**config.mk**
```make
export PLATFORM = sky130hd
export DESIGN_NAME = dmem_arbiter
export DESIGN_NICKNAME = d
export VERILOG_FILES = /design/src/rtl/dmem_arbiter.sv
export SDC_FILE = /design/constraint.sdc
export NUM_CORES = 1
export LEC_CHECK = 0
export ABC_AREA = 1
export BUFFER_PORTS_ARGS = -buffer_cell sky130_fd_sc_hd__buf_2
export CAP_MARGIN = 40
export CELL_PAD_IN_SITES_DETAIL_PLACEMENT = 1
export CELL_PAD_IN_SITES_GLOBAL_PLACEMENT = 2
export CORE_ASPECT_RATIO = 1.25
export CORE_UTILIZATION = 18
export CTS_CLUSTER_DIAMETER = 80
export CTS_CLUSTER_SIZE = 12
export DETAILED_ROUTE_END_ITERATION = 10
export PLACE_DENSITY = 0.87
export RECOVER_POWER = 25
export SETUP_SLACK_MARGIN = 0.3
export SYNTH_ARGS = -nofsm -noshare
export SYNTH_HDL_FRONTEND = slang
export SYNTH_SLANG_ARGS = --single-unit
export TNS_END_PERCENT = 1
```
**constraint.sdc**
```tcl
create_clock -name clk -period 3.6 [get_ports clk]
set_input_delay 0.9 -clock clk [delete_from_list [all_inputs] [get_ports clk]]
set_output_delay 0.9 -clock clk [all_outputs]
set_load 0.03 [all_outputs]
```
**src/rtl/dmem_arbiter.sv**
```systemverilog
// Data-memory port arbiter: core port has priority, DMA gets bursts, both sides have bounded waits.
// Optional statistics outputs are enabled by defining DMEM_ARB_STATS_EN.
module dmem_arbiter #(
    parameter int AW         = 32,
    parameter int DW         = 32,
    parameter int C_MAX_WAIT = 4,
    parameter int D_MAX_WAIT = 16,
    parameter int WCNT_W     = 5
) (
    input  logic          clk,
    input  logic          rst,
    input  logic          c_req,
    input  logic          c_we,
    input  logic [AW-1:0] c_addr,
    input  logic [DW-1:0] c_wdata,
    output logic          c_gnt,
    output logic [DW-1:0] c_rdata,
    input  logic          d_req,
    input  logic          d_we,
    input  logic [AW-1:0] d_addr,
    input  logic [DW-1:0] d_wdata,
    input  logic          d_last,
    output logic          d_gnt,
    output logic [DW-1:0] d_rdata,
    output logic          d_rvalid,
`ifdef DMEM_ARB_STATS_EN
    output logic [31:0]   stat_c_beats,
    output logic [31:0]   stat_d_beats,
    output logic [31:0]   stat_conflicts,
`endif
    output logic          mem_we,
    output logic [AW-1:0] mem_a,
    output logic [DW-1:0] mem_wd,
    input  logic [DW-1:0] mem_rd
);

    typedef enum logic [1:0] {
        ST_IDLE = 2'd0,
        ST_CORE = 2'd1,
        ST_DMA  = 2'd2
    } state_t;

    localparam logic [WCNT_W-1:0] C_MAX    = WCNT_W'(C_MAX_WAIT);
    localparam logic [WCNT_W-1:0] D_MAX    = WCNT_W'(D_MAX_WAIT);
    localparam logic [WCNT_W-1:0] WCNT_ONE = {{(WCNT_W-1){1'b0}}, 1'b1};

    state_t              state_r;
    state_t              state_nxt_s;
    logic [WCNT_W-1:0]   c_wait_r;
    logic [WCNT_W-1:0]   d_wait_r;
    logic                c_gnt_s;
    logic                d_gnt_s;
    logic                c_due_s;
    logic                d_due_s;
    logic [DW-1:0]       d_rdata_r;
    logic                d_rvalid_r;

    // Grant selection and next-state decision
    always_comb begin
        c_gnt_s     = 1'b0;
        d_gnt_s     = 1'b0;
        state_nxt_s = state_r;
        c_due_s     = c_req && (c_wait_r == C_MAX);
        d_due_s     = d_req && (d_wait_r == D_MAX);
        case (state_r)
            ST_DMA: begin
                // Burst holds the port unless the core has waited its limit or the burst bubbles
                if (c_due_s) begin
                    c_gnt_s = 1'b1;
                end else if (d_req) begin
                    d_gnt_s = 1'b1;
                end else if (c_req) begin
                    c_gnt_s = 1'b1;
                end else begin
                    c_gnt_s = 1'b0;
                end
            end
            ST_IDLE, ST_CORE: begin
                if (d_due_s) begin
                    d_gnt_s = 1'b1;
                end else if (c_req) begin
                    c_gnt_s = 1'b1;
                end else if (d_req) begin
                    d_gnt_s = 1'b1;
                end else begin
                    d_gnt_s = 1'b0;
                end
            end
            default: begin
                c_gnt_s = 1'b0;
                d_gnt_s = 1'b0;
            end
        endcase
        if (!rst) begin
            c_gnt_s = 1'b0;
            d_gnt_s = 1'b0;
        end else begin
            c_gnt_s = c_gnt_s;
        end
        if (c_gnt_s) begin
            state_nxt_s = ST_CORE;
        end else if (d_gnt_s) begin
            // A starvation beat taken over a waiting core does not lock the port for DMA
            if (d_last) begin
                state_nxt_s = ST_IDLE;
            end else if ((state_r != ST_DMA) && c_req) begin
                state_nxt_s = ST_CORE;
            end else begin
                state_nxt_s = ST_DMA;
            end
        end else if (state_r == ST_CORE) begin
            state_nxt_s = ST_IDLE;
        end else if (state_r == ST_DMA) begin
            state_nxt_s = ST_DMA;
        end else begin
            state_nxt_s = ST_IDLE;
        end
    end

    // Memory port mux from the granted requester
    always_comb begin
        mem_we = 1'b0;
        mem_a  = {AW{1'b0}};
        mem_wd = {DW{1'b0}};
        if (c_gnt_s) begin
            mem_we = c_we;
            mem_a  = c_addr;
            mem_wd = c_wdata;
        end else if (d_gnt_s) begin
            mem_we = d_we;
            mem_a  = d_addr;
            mem_wd = d_wdata;
        end else begin
            mem_we = 1'b0;
        end
    end

    // State register
    always_ff @(posedge clk or negedge rst) begin
        if (!rst) begin
            state_r <= ST_IDLE;
        end else begin
            state_r <= state_nxt_s;
        end
    end

    // Saturating wait counters; a dropped request also clears its counter
    always_ff @(posedge clk or negedge rst) begin
        if (!rst) begin
            c_wait_r <= {WCNT_W{1'b0}};
            d_wait_r <= {WCNT_W{1'b0}};
        end else begin
            if (c_gnt_s || !c_req) begin
                c_wait_r <= {WCNT_W{1'b0}};
            end else if (c_wait_r != C_MAX) begin
                c_wait_r <= c_wait_r + WCNT_ONE;
            end else begin
                c_wait_r <= c_wait_r;
            end
            if (d_gnt_s || !d_req) begin
                d_wait_r <= {WCNT_W{1'b0}};
            end else if (d_wait_r != D_MAX) begin
                d_wait_r <= d_wait_r + WCNT_ONE;
            end else begin
                d_wait_r <= d_wait_r;
            end
        end
    end

    // DMA read-data capture, one cycle after the granted read beat
    always_ff @(posedge clk or negedge rst) begin
        if (!rst) begin
            d_rvalid_r <= 1'b0;
            d_rdata_r  <= {DW{1'b0}};
        end else begin
            d_rvalid_r <= d_gnt_s & ~d_we;
            if (d_gnt_s && !d_we) begin
                d_rdata_r <= mem_rd;
            end else begin
                d_rdata_r <= d_rdata_r;
            end
        end
    end

`ifdef DMEM_ARB_STATS_EN
    logic [31:0] stat_c_r;
    logic [31:0] stat_d_r;
    logic [31:0] stat_x_r;

    // Wrapping beat and conflict counters
    always_ff @(posedge clk or negedge rst) begin
        if (!rst) begin
            stat_c_r <= 32'd0;
            stat_d_r <= 32'd0;
            stat_x_r <= 32'd0;
        end else begin
            stat_c_r <= stat_c_r + {31'd0, c_gnt_s};
            stat_d_r <= stat_d_r + {31'd0, d_gnt_s};
            stat_x_r <= stat_x_r + {31'd0, c_req & d_req};
        end
    end

    assign stat_c_beats   = stat_c_r;
    assign stat_d_beats   = stat_d_r;
    assign stat_conflicts = stat_x_r;
`endif

    assign c_gnt    = c_gnt_s;
    assign d_gnt    = d_gnt_s;
    assign c_rdata  = mem_rd;
    assign d_rdata  = d_rdata_r;
    assign d_rvalid = d_rvalid_r;

endmodule

```
Yosys cells after proc, flatten, opt, wreduce, memory -nomap -nowiden:

Cells that the tools add are included.

* bits in registers: 45
* logic and storage cells: 57
* output and inout port bits: 132
* input port bits: 167

* add/sub/neg operators: 2
* eq/ne operators: 7
* multiplexer cells: 28
* bitwise gates (word level): 2
* reduce and logical (&&, ||, !) cells: 13

Operators with widths (count)
* two-way mux 32 bit: 4
* two-way mux 5 bit: 4
* two-way mux 1 bit: 12
* two-way mux 2 bit: 6
* adder 5 x 1 -> 5 bit, second input constant: 2
* == test 5 x 3 -> 1 bit, second input constant: 1
* == test 5 bit, second input constant: 1
* != test 5 x 3 -> 1 bit, second input constant: 1
* != test 5 bit, second input constant: 1
* logical AND 1 bit: 4
* case mux 1 bit (2 select lines): 2
* nonzero test 2 bit: 2
* logical NOT 1 bit: 3
* == test 2 x 1 -> 1 bit, second input constant: 1
* == test 2 bit, second input constant: 1
* logical NOT 2 bit: 1
* logical OR 1 bit: 2
* != test 2 bit, second input constant: 1
* OR reduction 2 bit: 1
* bitwise AND 1 bit: 1
* inverter 1 bit: 1

Logic depth before layout (Yosys ltp):

* depth in word-level cells: 7
* gate-level depth with buffers: 14
* depth with buffers taken out: 12

Least setup slack after synthesis:

OpenSTA, ideal clock, no wires.

* path type: input-to-output
* start point: input port c_req
* end point: output port mem_a[12]
* buffers on the path: 2
* setup slack: 0.680 ns
* data required time: 2.700 ns
* stages: 9
* arrival time: 2.020 ns
* path through: buf_2 nand3_1 nand2_1 nand2_4 nand2_4 inv_2 buf_2 nand2_1 nand2_1

* longest elaborated chain between the ends: 6
* elaborated cells on any way between the ends: 14
* those cells by class: mux (13); reduce/logical (1)

Ends and longest elaborated chain
* start: declaration: line 12 `input logic c_req,`
* two-way mux 1 bit / logical AND 1 bit (equally long branches): line 81, 63
* two-way mux 1 bit, on equally long branches: line 79, 68
* case mux 1 bit (2 select lines) *: line 65 `case (state_r)`
* two-way mux 1 bit *: line 94 `if (!rst) begin`
* named net d_gnt: line 23 `output logic d_gnt,`
* two-way mux 32 bit *: line 129 `end else if (d_gnt_s) begin`
* two-way mux 32 bit *: line 125 `if (c_gnt_s) begin`
* end: declaration: line 32 `output logic [AW-1:0] mem_a,`

Mark *: on every way through the listed nets, which the timed path passes. The rest lies on a longest branch.

Final worst setup path:

* start point: input port rst
* end point: output port mem_wd[21]

* longest elaborated chain between the ends: 3
* elaborated cells on any way between the ends: 4
* those cells by class: mux (4)

Ends and longest elaborated chain
* start: declaration: line 11 `input logic rst,`
* two-way mux 1 bit: line 94
* two-way mux 32 bit: line 129
* two-way mux 32 bit *: line 125
* end: declaration: line 33 `output logic [DW-1:0] mem_wd,`

Mark *: on every way between the ends. The rest lies on a longest branch, timed or not.

==> results.md <==
* NetSw at 966 uW
* Synthesized net count at 657
* Fraction of layout cells with a size suffix above 1 at 43.9%
* Total routed wirelength at 13500 um
* Synth Area in Compound Gates at 0.939%
* Vias in the first global route at 3900
* Post-Synth Simple-Gate Area at 44.7%
* # IOs at 299
* CP endpoint kind: output port
* Drt initial violations at 106
* Die Area at 18300 um2
* Seq pwr share at 31.9%
* Skew final at 0.00439 ns
* Worst-case clock buffer depth at 2
* GRT Residual Overflow at 0
* Pwr Total at 2.13 mW
* Multi-input logic area at 1580 um2
* Most frequent cells after synthesis: nand2_1 (279), dfrtp_1 (45), buf_4 (36), nand4_1 (32), inv_1 (14)
* Number of synthesized flops with an enable pin at 0
* Library cells used by synthesis at 22
* Main combinational cell family by area after synthesis: simple AND/OR/NAND/NOR gates
* Reg2reg path depth at 12
* Final setup fails at 0
* Hold path cells at 2
* Number of CTS-inserted buffers at 5
* P_int at 1.17 mW
* Crit-path slowest cell: clkbuf_1
* # DRC at 0
* FF-to-FF End: d_rdata[29]
* Fin Setup TNS at 0 ns
* Sequential share of the synthesized area at 35.2%
* Area grow syn2layout at 49.7%
* Clk slew on worst S/H paths at 0.06 ns
* Power Density at 446 nW/um2
* Routed WL per cell at 14.0 um
* First-pass GRT wire length at 19900 um
* Hold crit path type: flip-flop to flip-flop
* Headroom to the max-slew limit at 14.0%
* Effective utilization at floorplan at 18.3%
* Post-DRT Antenna Nets at 0
* DR vias at 3980
* Cell area after synthesis at 3200 um2
* Number of antenna violations at the first check in global routing at 3
* Met2 global-route usage at 25.8%
* Adder-Cell Fraction of Synth Area at 1.57%
* Crit Path Class: primary input to output port
* Filler Cell Count at 2297
* Most used cell along the critical path: nand2_1
* FF-to-FF setup slack at 1.09 ns
* Hold EP: d_rdata[1]
* Largest net degree at the start of global routing at 67
* Status: finished clean
* Final Instance Area at 4780 um2
* Leakage at 3.06 nW
* Top_reg_cell synth: dfrtp_1
* Setup WS pre-CTS at 0.431 ns
* Number of port buffers at 298
* Fin crit share at 90.4%
* Die Wd at 121 um
* Ys async rst share at 100%
* R2R Path Start: d_wait_r[0]
* Mapped Cells at 486
* Dominant cells by area after synthesis: dfrtp_1 (35%), nand2_1 (33%), buf_4 (8.5%), nand4_1 (6.3%), buf_6 (2.1%)
* Hpwl dp at 10800 um
* Hold Startpoint: d_rdata[1]
* Post-CTS Hold Fix Bufs at 0
* Count leader, synth: nand2_1
* RSZ-0062 raised after global routing: no
* CP arrival at 2.36 ns
* Avg Inst Size Synth at 6.58 um2
* Final Hold Viols at 0
* Reg area at 1130 um2
* First-pass DRT Iterations at 4
* Layout Nets at 912
* CP startpoint kind: primary input
* Root Buffer: clkbuf_16
* Clock group share of total power at 21.1%
* Clk sinks at 45
* Vias per Instance at 4.11
* Area leader, netlist: dfrtp_1
* Fin. max-slew vios at 0
* Top fanout value on the critical path at 66
* CTS tree: yes
* Die Span Y at 151 um
* Post-layout util at 27.4%
* GP Congestion at 0.769
* Worst EP required at 2.70 ns
* Num rows at 54
* Gr busiest metal: met2
* Clock H-tree levels at 2
* Area of placed instances at 4650 um2
* Worst vdd ir at 0.352 mV
* Synth Register Bits at 45
* Met3 usage at 5.01%
* Core outline area at 17400 um2
* Total track usage at 14.0%
* Clock Latency Late Sink at 0.29 ns
* Comb power frac at 47.1%
* Yosys warns at 0
* Slew of the pin with the lowest slew margin at 1.29 ns
* Highest Clock Rate at 307 MHz
* Met1 usage at 15.3%
* Switching Share at 45.3%
* Crit-path cells: clkbuf_1, nand2_1, inv_2, nand2_4, inv_2, buf_12, nand2_1, nand2_1, buf_2
* Tmin final at 3.26 ns
* Post-Synth XOR/XNOR Area at 2.19%
* Mux contribution to synthesized area at 0%
* Area share of the largest cell type after synthesis at 35.2%
* CP peak stage delay at 0.37 ns
* Max-Cap Viols at 0
* Final worst slack at 0.345 ns
cell families after synthesis:
| kind of cell | after synthesis |
|---|---|
| adder cells (fa/ha/maj) | 4 |
| XOR/XNOR | 8 |
| AO/OA/AOI/OAI | 5 |
| buffers and inverters | 79 |
| flip-flops | 45 |
| AND/OR/NAND/NOR | 345 |
per-stage QoR:
| step | std cells | hold WS, ns |
|---|---|---|
| final | 968 | 0.464 |
| after global routing | 966 | 0.487 |
| after CTS | 966 | 0.450 |
| after detailed placement | 958 | 0.454 |
| after global placement | 958 | 0.449 |
| after floorplan | 486 | 0.513 |
placed cells by master (no fill, tap or decap), types with 2 or more instances in the layout:
| master | count |
|---|---|
| buf_2 | 297 |
| xor2_1 | 7 |
| buf_4 | 5 |
| dfrtp_1 | 45 |
| ha_1 | 4 |
| nand3_1 | 10 |
| inv_2 | 5 |
| a21boi_0 | 2 |
| nand2_1 | 279 |
| diode_2 | 2 |
| inv_1 | 14 |
| nor2_1 | 13 |
| clkbuf_16 | 5 |
| nand2_2 | 5 |
| clkbuf_1 | 5 |
| nand4_1 | 32 |
| o21ai_0 | 2 |
| nor2_2 | 2 |
| buf_12 | 2 |
| nand2_4 | 2 |
registers in the layout, indices dropped and copies added (netlist names):
name	count
d_rdata	32
state_r	2
d_wait_r	5
d_rvalid	1
c_wait_r	5
how the worst max path moves through the flow:
stage	startpoint	end	slack, ns	cells after the start
after CTS	d_wait_r[0]	mem_wd[21]	0.42	14
after global routing	rst	mem_wd[20]	0.17	9
after global placement	c_req	mem_we	0.45	11
after detailed placement	c_req	mem_we	0.43	11
final	rst	mem_wd[21]	0.34	9
after floorplan	c_req	mem_a[12]	0.68	9
power groups by stage:
stage          logic [mW]  clock network (mW)  registers (mW)
6_report             1.00               0.450           0.680
5_1_grt              1.09               0.484           0.698
4_1_cts              1.02               0.469           0.681
3_5_place_dp         1.02                   0           0.687
3_3_place_gp         1.01                   0           0.685
2_1_floorplan       0.453                   0           0.897
critical path: cells and delay by family:
family        cells  cell delay (ns)
simple gates      4             0.43
buf+inv           5             1.01
routing by layer:
layer  wire, um  vias up
li1           -     1983
met1       5200     1797
met2       6670      191
met3       1530        7
met4         97        2
met5         11        -
what timing repair did:
| item | 4_1_cts | 5_1_grt |
|---|---|---|
| buffers inserted | 0 | 0 |
| setup endpoints to repair | 0 | 8 |
| resized for setup | 0 | 1 |
final cells by class:
| type | instances | area share, % |
|---|---|---|
| Tap cell | 224 | 5.86 |
| Multi-Input combinational cell | 362 | 33.0 |
| Timing Repair Buffer | 307 | 32.9 |
| Antenna cell | 2 | 0.105 |
| Clock inverter | 1 | 0.157 |
| Clock buffer | 7 | 2.77 |
| Inverter | 20 | 1.62 |
| Sequential cell | 45 | 23.5 |
No activity file was read; power rests on OpenSTA's default activity.
